==> config.mk <==
export PLATFORM = sky130hd
export DESIGN_NAME = lfsr_gen_flat
export DESIGN_NICKNAME = d
export VERILOG_FILES = /design/src/rtl/lfsr_pkg.sv /design/src/rtl/lfsr_gen_if.sv /design/src/rtl/lfsr_period_mon.sv /design/src/rtl/lfsr_gen.sv /design/src/flat_wrapper.sv
export SDC_FILE = /design/constraint.sdc
export NUM_CORES = 1
export LEC_CHECK = 0
export CAP_MARGIN = 5
export CORE_MARGIN = 2
export CORE_UTILIZATION = 35
export CTS_CLUSTER_DIAMETER = 30
export DETAILED_ROUTE_END_ITERATION = 8
export GPL_ROUTABILITY_DRIVEN = 0
export SLEW_MARGIN = 5
export SYNTH_ARGS = -nofsm -noshare
export SYNTH_HDL_FRONTEND = slang
export SYNTH_HIERARCHICAL = 1
export SYNTH_SLANG_ARGS = --single-unit
==> constraint.sdc <==
create_clock -name clk -period 2.2 [get_ports clk]
set_clock_uncertainty 0.1 [all_clocks]
set_input_delay 0.44 -clock clk [delete_from_list [all_inputs] [get_ports clk]]
set_output_delay 0.44 -clock clk [all_outputs]
set_load 0.02 [all_outputs]
==> src/rtl/lfsr_pkg.sv <==
// Shared LFSR definitions: form selection and the single-step function.
// The design and its bench model both use these.
package lfsr_pkg;

    localparam int LFSR_MAX_W = 64;
    localparam int LFSR_IDX_W = $clog2(LFSR_MAX_W);

    typedef logic [LFSR_MAX_W-1:0] lfsr_word_t;

    typedef enum logic {
        LFSR_FIB    = 1'b0,
        LFSR_GALOIS = 1'b1
    } lfsr_mode_e;

    // Operands are zero-extended into a wide word, so one body covers every width up to LFSR_MAX_W.
    function automatic lfsr_word_t lfsr_next(input lfsr_word_t state,
                                             input lfsr_word_t taps,
                                             input lfsr_mode_e galois,
                                             input int         width);
        lfsr_word_t nxt;
        nxt = state >> 1;
        if (galois == LFSR_GALOIS) begin
            if (state[0]) begin
                nxt = nxt ^ taps;
            end
        end else begin
            nxt[LFSR_IDX_W'(width - 1)] = ^(state & taps);
        end
        return nxt;
    endfunction

endpackage

==> src/rtl/lfsr_gen_if.sv <==
// Control and observation bundle of one LFSR generator instance.
interface lfsr_gen_if #(
    parameter int WIDTH = 8
);
    logic [WIDTH-1:0] seed;
    logic             load;
    logic             en;
    logic [WIDTH-1:0] state;
    logic             out_bit;
    logic             lockup;
    logic [WIDTH-1:0] period;
    logic             period_valid;

    modport master (
        output seed, load, en,
        input  state, out_bit, lockup, period, period_valid
    );

    modport slave (
        input  seed, load, en,
        output state, out_bit, lockup, period, period_valid
    );
endinterface

==> src/rtl/lfsr_period_mon.sv <==
// On-line period counter: counts steps since the reference seed was last seen
// and reports the cycle length each time the sequence returns to it.
module lfsr_period_mon
    import lfsr_pkg::*;
#(
    parameter int               WIDTH      = 8,
    parameter logic [WIDTH-1:0] RESET_SEED = WIDTH'(1)
) (
    input  logic             clk,
    input  logic             rst,
    input  logic             load,
    input  logic             recover,
    input  logic             step,
    input  logic [WIDTH-1:0] seed,
    input  logic [WIDTH-1:0] next_state,
    output logic [WIDTH-1:0] period,
    output logic             period_valid
);

    logic [WIDTH-1:0] ref_seed;
    logic [WIDTH-1:0] step_cnt;

    // A saturated counter means the reference was lost; stay silent until a new reference is set.
    always_ff @(posedge clk) begin
        if (rst) begin
            ref_seed     <= RESET_SEED;
            step_cnt     <= '0;
            period       <= '0;
            period_valid <= 1'b0;
        end else begin
            period_valid <= 1'b0;
            if (load) begin
                ref_seed <= seed;
                step_cnt <= '0;
            end else if (recover) begin
                ref_seed <= RESET_SEED;
                step_cnt <= '0;
            end else if (step && (step_cnt != '1)) begin
                if (next_state == ref_seed) begin
                    period       <= step_cnt + 1'b1;
                    period_valid <= 1'b1;
                    step_cnt     <= '0;
                end else begin
                    step_cnt <= step_cnt + 1'b1;
                end
            end
        end
    end

endmodule

==> src/rtl/lfsr_gen.sv <==
// Parametrised Fibonacci/Galois LFSR with seed load, lockup detection,
// optional auto-recovery from the all-zero state and a period monitor.
module lfsr_gen
    import lfsr_pkg::*;
#(
    parameter int               WIDTH        = 8,
    parameter logic [WIDTH-1:0] TAPS         = 8'hB8,
    parameter int               GALOIS       = 0,
    parameter logic [WIDTH-1:0] RESET_SEED   = WIDTH'(1),
    parameter int               AUTO_RECOVER = 1
) (
    input  logic       clk,
    input  logic       rst,
    lfsr_gen_if.slave  bus
);

    localparam lfsr_mode_e MODE = (GALOIS != 0) ? LFSR_GALOIS : LFSR_FIB;

    logic [WIDTH-1:0] state_q;
    logic [WIDTH-1:0] state_d;
    logic [WIDTH-1:0] step_next;
    logic             lockup_q;
    logic             recover;
    logic             step;
    logic [WIDTH-1:0] period;
    logic             period_valid;

    always_comb begin
        step_next = WIDTH'(lfsr_next(lfsr_word_t'(state_q), lfsr_word_t'(TAPS), MODE, WIDTH));
    end

    // Load beats step; a step taken while locked up becomes a reseed when recovery is enabled.
    always_comb begin
        state_d = state_q;
        recover = 1'b0;
        step    = 1'b0;
        if (bus.load) begin
            state_d = bus.seed;
        end else if (bus.en) begin
            if ((AUTO_RECOVER != 0) && lockup_q) begin
                recover = 1'b1;
                state_d = RESET_SEED;
            end else begin
                step    = 1'b1;
                state_d = step_next;
            end
        end
    end

    always_ff @(posedge clk) begin
        if (rst) begin
            state_q  <= RESET_SEED;
            lockup_q <= 1'b0;
        end else begin
            state_q  <= state_d;
            lockup_q <= (state_d == '0);
        end
    end

    lfsr_period_mon #(
        .WIDTH      (WIDTH),
        .RESET_SEED (RESET_SEED)
    ) u_period_mon (
        .clk          (clk),
        .rst          (rst),
        .load         (bus.load),
        .recover      (recover),
        .step         (step),
        .seed         (bus.seed),
        .next_state   (step_next),
        .period       (period),
        .period_valid (period_valid)
    );

    assign bus.state        = state_q;
    assign bus.out_bit      = state_q[0];
    assign bus.lockup       = lockup_q;
    assign bus.period       = period;
    assign bus.period_valid = period_valid;

endmodule

==> src/flat_wrapper.sv <==
// flat-port wrapper written by rule: the top's interface ports become plain ports
module lfsr_gen_flat import lfsr_pkg::*;
#(
    parameter int               WIDTH        = 8,
    parameter logic [WIDTH-1:0] TAPS         = 8'hB8,
    parameter int               GALOIS       = 0,
    parameter logic [WIDTH-1:0] RESET_SEED   = WIDTH'(1),
    parameter int               AUTO_RECOVER = 1
)
  (clk, rst, bus_seed, bus_load, bus_en, bus_state, bus_out_bit, bus_lockup, bus_period, bus_period_valid);
  lfsr_gen_if #(.WIDTH(WIDTH)) bus_i ();
  input  logic clk;
  input  logic rst;
  input wire logic [$bits(bus_i.seed)-1:0] bus_seed;
  input wire logic [$bits(bus_i.load)-1:0] bus_load;
  input wire logic [$bits(bus_i.en)-1:0] bus_en;
  output wire logic [$bits(bus_i.state)-1:0] bus_state;
  output wire logic [$bits(bus_i.out_bit)-1:0] bus_out_bit;
  output wire logic [$bits(bus_i.lockup)-1:0] bus_lockup;
  output wire logic [$bits(bus_i.period)-1:0] bus_period;
  output wire logic [$bits(bus_i.period_valid)-1:0] bus_period_valid;
  assign bus_i.seed = bus_seed;
  assign bus_i.load = bus_load;
  assign bus_i.en = bus_en;
  assign bus_state = bus_i.state;
  assign bus_out_bit = bus_i.out_bit;
  assign bus_lockup = bus_i.lockup;
  assign bus_period = bus_i.period;
  assign bus_period_valid = bus_i.period_valid;
  lfsr_gen #(.WIDTH(WIDTH), .TAPS(TAPS), .GALOIS(GALOIS), .RESET_SEED(RESET_SEED), .AUTO_RECOVER(AUTO_RECOVER)) u_core (.clk(clk), .rst(rst), .bus(bus_i));
endmodule
# After elaboration in Yosys (flattened, before gate mapping)
# Index checks and enable logic that the tools add are counted.
dict set report classes {
  n_addsub 1
  n_eq_ne 2
  mux 13
  n_bitwise 3
  n_reduce_logical 7
}
# cell n
set ops {}
lappend ops {{$reduce_xor A64 Y1} 1}
lappend ops {{$mux W8} 6}
lappend ops {{$add A8 B1 Y8 const B} 1}
lappend ops {{$eq A8 B8 Y1} 1}
lappend ops {{$logic_not A8 Y1} 1}
lappend ops {{$ne A8 B8 Y1 const B} 1}
lappend ops {{$mux W1} 7}
lappend ops {{$reduce_and A4 Y1} 1}
lappend ops {{$reduce_or A4 Y1} 1}
lappend ops {{$not A1 Y1} 3}
lappend ops {{$reduce_or A3 Y1} 1}
lappend ops {{$reduce_bool A2 Y1} 1}
lappend ops {{$logic_and A1 B1 Y1} 1}
dict set report totals {
  regBits 34
  input_bits 12
  out_inout_bits 19
  wordCells 32
}

# Longest topological paths before layout
dict set report logic_depth {
  word_depth 6
  ltp_mapped 9
}

# Hierarchy
# The synthesis kept the hierarchy.
# mod instances cells_each area_per_inst_um2
set modules_own_cells {}
lappend modules_own_cells {lfsr_period_mon 1 139 1267.5}
lappend modules_own_cells {lfsr_gen 1 65 584.3}

# Worst setup path after synthesis
# Ideal clock, no wire load.
dict set report synth_timing {
  path_type {input -> register}
  from {input port bus_load}
  to {register u_core.u_period_mon.period[3]}
  setup_ns 0.079
  arrival_time_ns 1.819
  setup_slack_ns 0.202
  stages 9
  path_cell_list {buf_2 -> and3b_1 -> buf_2 -> nor2_1 -> o211ai_2 -> nor3_4 -> buf_6 -> nor2_2 -> a211oi_2}
}
dict set report synth_via {
  elab_chain_cells 3
}
# element line_no
set synth_lines {}
lappend synth_lines {{from (decl)} flat_wrapper.sv:15} ;# input wire logic [$bits(bus_i.load)-1:0] bus_load;
lappend synth_lines {{$mux W1} lfsr_gen.sv:37} ;# if (bus.load) begin
lappend synth_lines {{via u_core.recover} lfsr_gen.sv:23} ;# logic recover;
lappend synth_lines {{$not A1 Y1 (no source line)} -}
lappend synth_lines {{$reduce_and A4 Y1 (no source line)} -}
lappend synth_lines {{to (signal assigned)} lfsr_period_mon.sv:40} ;# period <= step_cnt + 1'b1;
lappend synth_lines {{to (decl)} lfsr_period_mon.sv:16} ;# output logic [WIDTH-1:0] period,
# The timed path passes the listed nets, and every way through them passes these cells.
# A chain may end at the register's enable or synchronous reset.

# Worst setup path after layout
dict set report layout_timing {
  from {register u_core.lockup_q (netlist: u_core/bus.lockup)}
  to {output port bus_lockup}
}
# element line_no
set layout_rtl {}
lappend layout_rtl {{from (decl)} lfsr_gen.sv:22} ;# logic lockup_q;
lappend layout_rtl {{from (signal assigned)} lfsr_gen.sv:56} ;# lockup_q <= (state_d == '0);
lappend layout_rtl {{to (decl)} flat_wrapper.sv:19} ;# output wire logic [$bits(bus_i.lockup)-1:0] bus_lockup;
# No word-level cell between the ends.

==> impl_metrics.tcl <==
set metrics [dict create \
    final_area_sq_mm 0.00245 \
    grt_overflow 0 \
    p_leak_nw 0.897 \
    start_kind "flop" \
    grt_pass1_vias 1509 \
    cts.sinks 34 \
    n_antenna_cell 0 \
    die_w_microns 76.7 \
    cts.path.max_buffers 2 \
    drive_gt1_share_pct 24.1 \
    grt_max_degree 22 \
    synth.ff_latch_count 34 \
    power-per-cell-area_mw_per_mm2 620 \
    hold_violations 0 \
    slew_viol_final 0 \
    clk_pin_slew_ns 0.08 \
    drc 0 \
    htree_levels 2 \
    areaGrowthSynthToFinish_pct 32.4 \
    cp_num_buf_inv 1 \
    post-cts-setup-buffers 0 \
    first_iter_violations 71 \
    path_cells "clkdlybuf4s50_1" \
    start_util_pct 36.3 \
    crit_slowest_cell "clkdlybuf4s50_1" \
    via_count 1546 \
    vdd_ir_drop_max_mv 0.352 \
    synth_nets 217 \
    grt_pass1_wl_microns 7490 \
    place_area_sq_mm 0.00233 \
    min_period_ns 2.04 \
    synth_edf_count 0 \
    ys_types 48 \
    max_stage_delay_ns 0.67 \
    netlist_top_cells_area "dfxtp_1 37%, nor2_1 4.9%, xnor2_1 4.7%, nor3b_1 4.1%, a21oi_1 3.5%" \
    max_freq_ghz 0.491 \
    io_buffer_count 30 \
    tightest_slew_ns 0.331 \
    synth_top_area_share_pct 36.8 \
    fin_tns_setup_ns 0 \
    ys_warn_count 6 \
    slew_headroom_pct 77.8 \
    firstDrtPassIters 4 \
    cp-end-kind "output port" \
    cts_tree "yes" \
    cts_made_buffers 5 \
    crit_fanout 10 \
    dpl.hpwl_microns 3180 \
    synth_ff_type "dfxtp_1" \
    dieArea_sq_mm 0.00589 \
    crit_family "buffers and inverters" \
    final_antenna_net_count 0 \
    io_pins 31 \
    syn_area_sq_mm 0.00185 \
    avgSynthCellArea_sq_um 9.08 \
    coreArea_sq_mm 0.00511 \
    dpl.cell_count 311 \
    rows 26 \
    cp.arrival_ns 1.50 \
    hold_path.class "reg -> reg" \
    max_cap_viol_count 0 \
    syn_inst 204 \
    status "complete, no violations" \
    vias_per_cell 4.85 \
    synth-async-reset-ratio_pct 0 \
    crit_required_ns 1.66 \
    power.total_mw 1.52 \
    setup_viol 0 \
    grt_setup_unrepaired "no" \
    yosysSeqAreaShare_pct 36.8 \
    fin_crit_sh_pct 92.7 \
    worst_skew_pair.late_latency_ns 0.30 \
    fin_cells 319 \
    synthDominantAreaCellType "dfxtp_1" \
    wire_per_inst_microns 13.6 \
    gr-usage-all-layers_pct 16.2 \
    antenna_found_initial 0 \
    nets 261 \
    drt_wl_total_microns 4340 \
    cts-root-buf "clkbuf_8" \
    die_h_microns 76.7 \
    crit_type "reg -> out" \
]
-- sequential cells by signal, summed over array words and instances (netlist names) --
signal                            cells
u_core/bus.state                      8
u_core/u_period_mon/period            8
u_core/u_period_mon/ref_seed          8
u_core/u_period_mon/step_cnt          8
u_core/bus.lockup                     1
u_core/u_period_mon/period_valid      1
-- Yosys cell counts, drive strengths merged (3+ instances only) --
cell,instances
o31ai,6
a21oi,13
nor3,6
nand4,4
and2b,3
a211oi,6
clkbuf,3
and3b,6
nor2b,5
nor3b,10
nand3,8
mux2i,3
xnor2,14
nor2,28
nand2b,5
nand2,8
dfxtp,34
buf,18
-- cells in the final DEF, fill, tap and decap left out, types with 5 or more instances in the layout --
cell / instances
clkdlybuf4s50_1: 30
clkbuf_8: 5
nand2b_1: 5
xnor2_2: 5
xnor2_1: 9
buf_4: 27
nor3b_1: 10
and3b_1: 5
nor3_1: 5
a21oi_1: 13
o31ai_1: 5
nor2_1: 24
nor2b_1: 5
nand2_1: 8
dfxtp_1: 34
nand3_1: 7
-- metrics by stage --
stage,util (%),setup slack (ns),hold WS [ns]
3_5_place_dp,45.6,-0.0966,0.374
5_1_grt,48.0,0.0398,0.434
2_1_floorplan,-,0.202,0.349
3_3_place_gp,45.6,-0.0819,0.366
4_1_cts,47.9,0.127,0.385
6_report,48.0,0.161,0.382
-- logic make-up after synthesis --
logic type      after synthesis  share of synthesized area (%)
xor+xnor                     16                           9.19
simple gates                 91                           29.9
buf+inv                      23                           7.50
compound gates               36                           14.4
fa+ha+maj                     1                          0.676
flops                        34                           36.8
mux                           3                           1.62
-- final cells by class --
cell class	instances	area [sq um]
multi-input combinational	147	1040
fill	518	2660
tap	70	87.6
clock inverter	3	45.0
clock buffer	5	68.8
timing repair buffer	58	523
sequential	34	681
inverter	2	7.51
-- power by group --
group / internal [mW] / total (mW) / switching [mW]
clock network: 0.337 / 0.596 / 0.259
logic: 0.142 / 0.268 / 0.126
registers: 0.636 / 0.656 / 0.0201
-- final timing paths --
kind         slack, ns  depth (start not counted)                       startpoint                         endpoint
max               0.16                          1                u_core/bus.lockup                       bus_lockup
min               0.38                          2  u_core/u_period_mon/step_cnt[1]  u_core/u_period_mon/step_cnt[1]
max reg2reg       0.21                          7              u_core/bus.state[3]  u_core/u_period_mon/step_cnt[2]
min reg2reg       0.38                          2  u_core/u_period_mon/step_cnt[1]  u_core/u_period_mon/step_cnt[1]
-- routing by layer --
metal | GRT usage (%) | wire (microns) | vias to the layer above
li1 | - | - | 798
met4 | 6.18 | 65 | 0
met5 | 0 | 0 | -
met3 | 4.71 | 173 | 7
met2 | 26.2 | 2130 | 29
met1 | 20.5 | 1960 | 712
-- what timing repair did --
action | in CTS | in global routing
gates resized for setup | 0 | 1
endpoints found under the hold margin | 0 | 0
setup endpoints to repair | 0 | 1
hold buffers | 0 | 0
(Power assumes the default switching activity.)
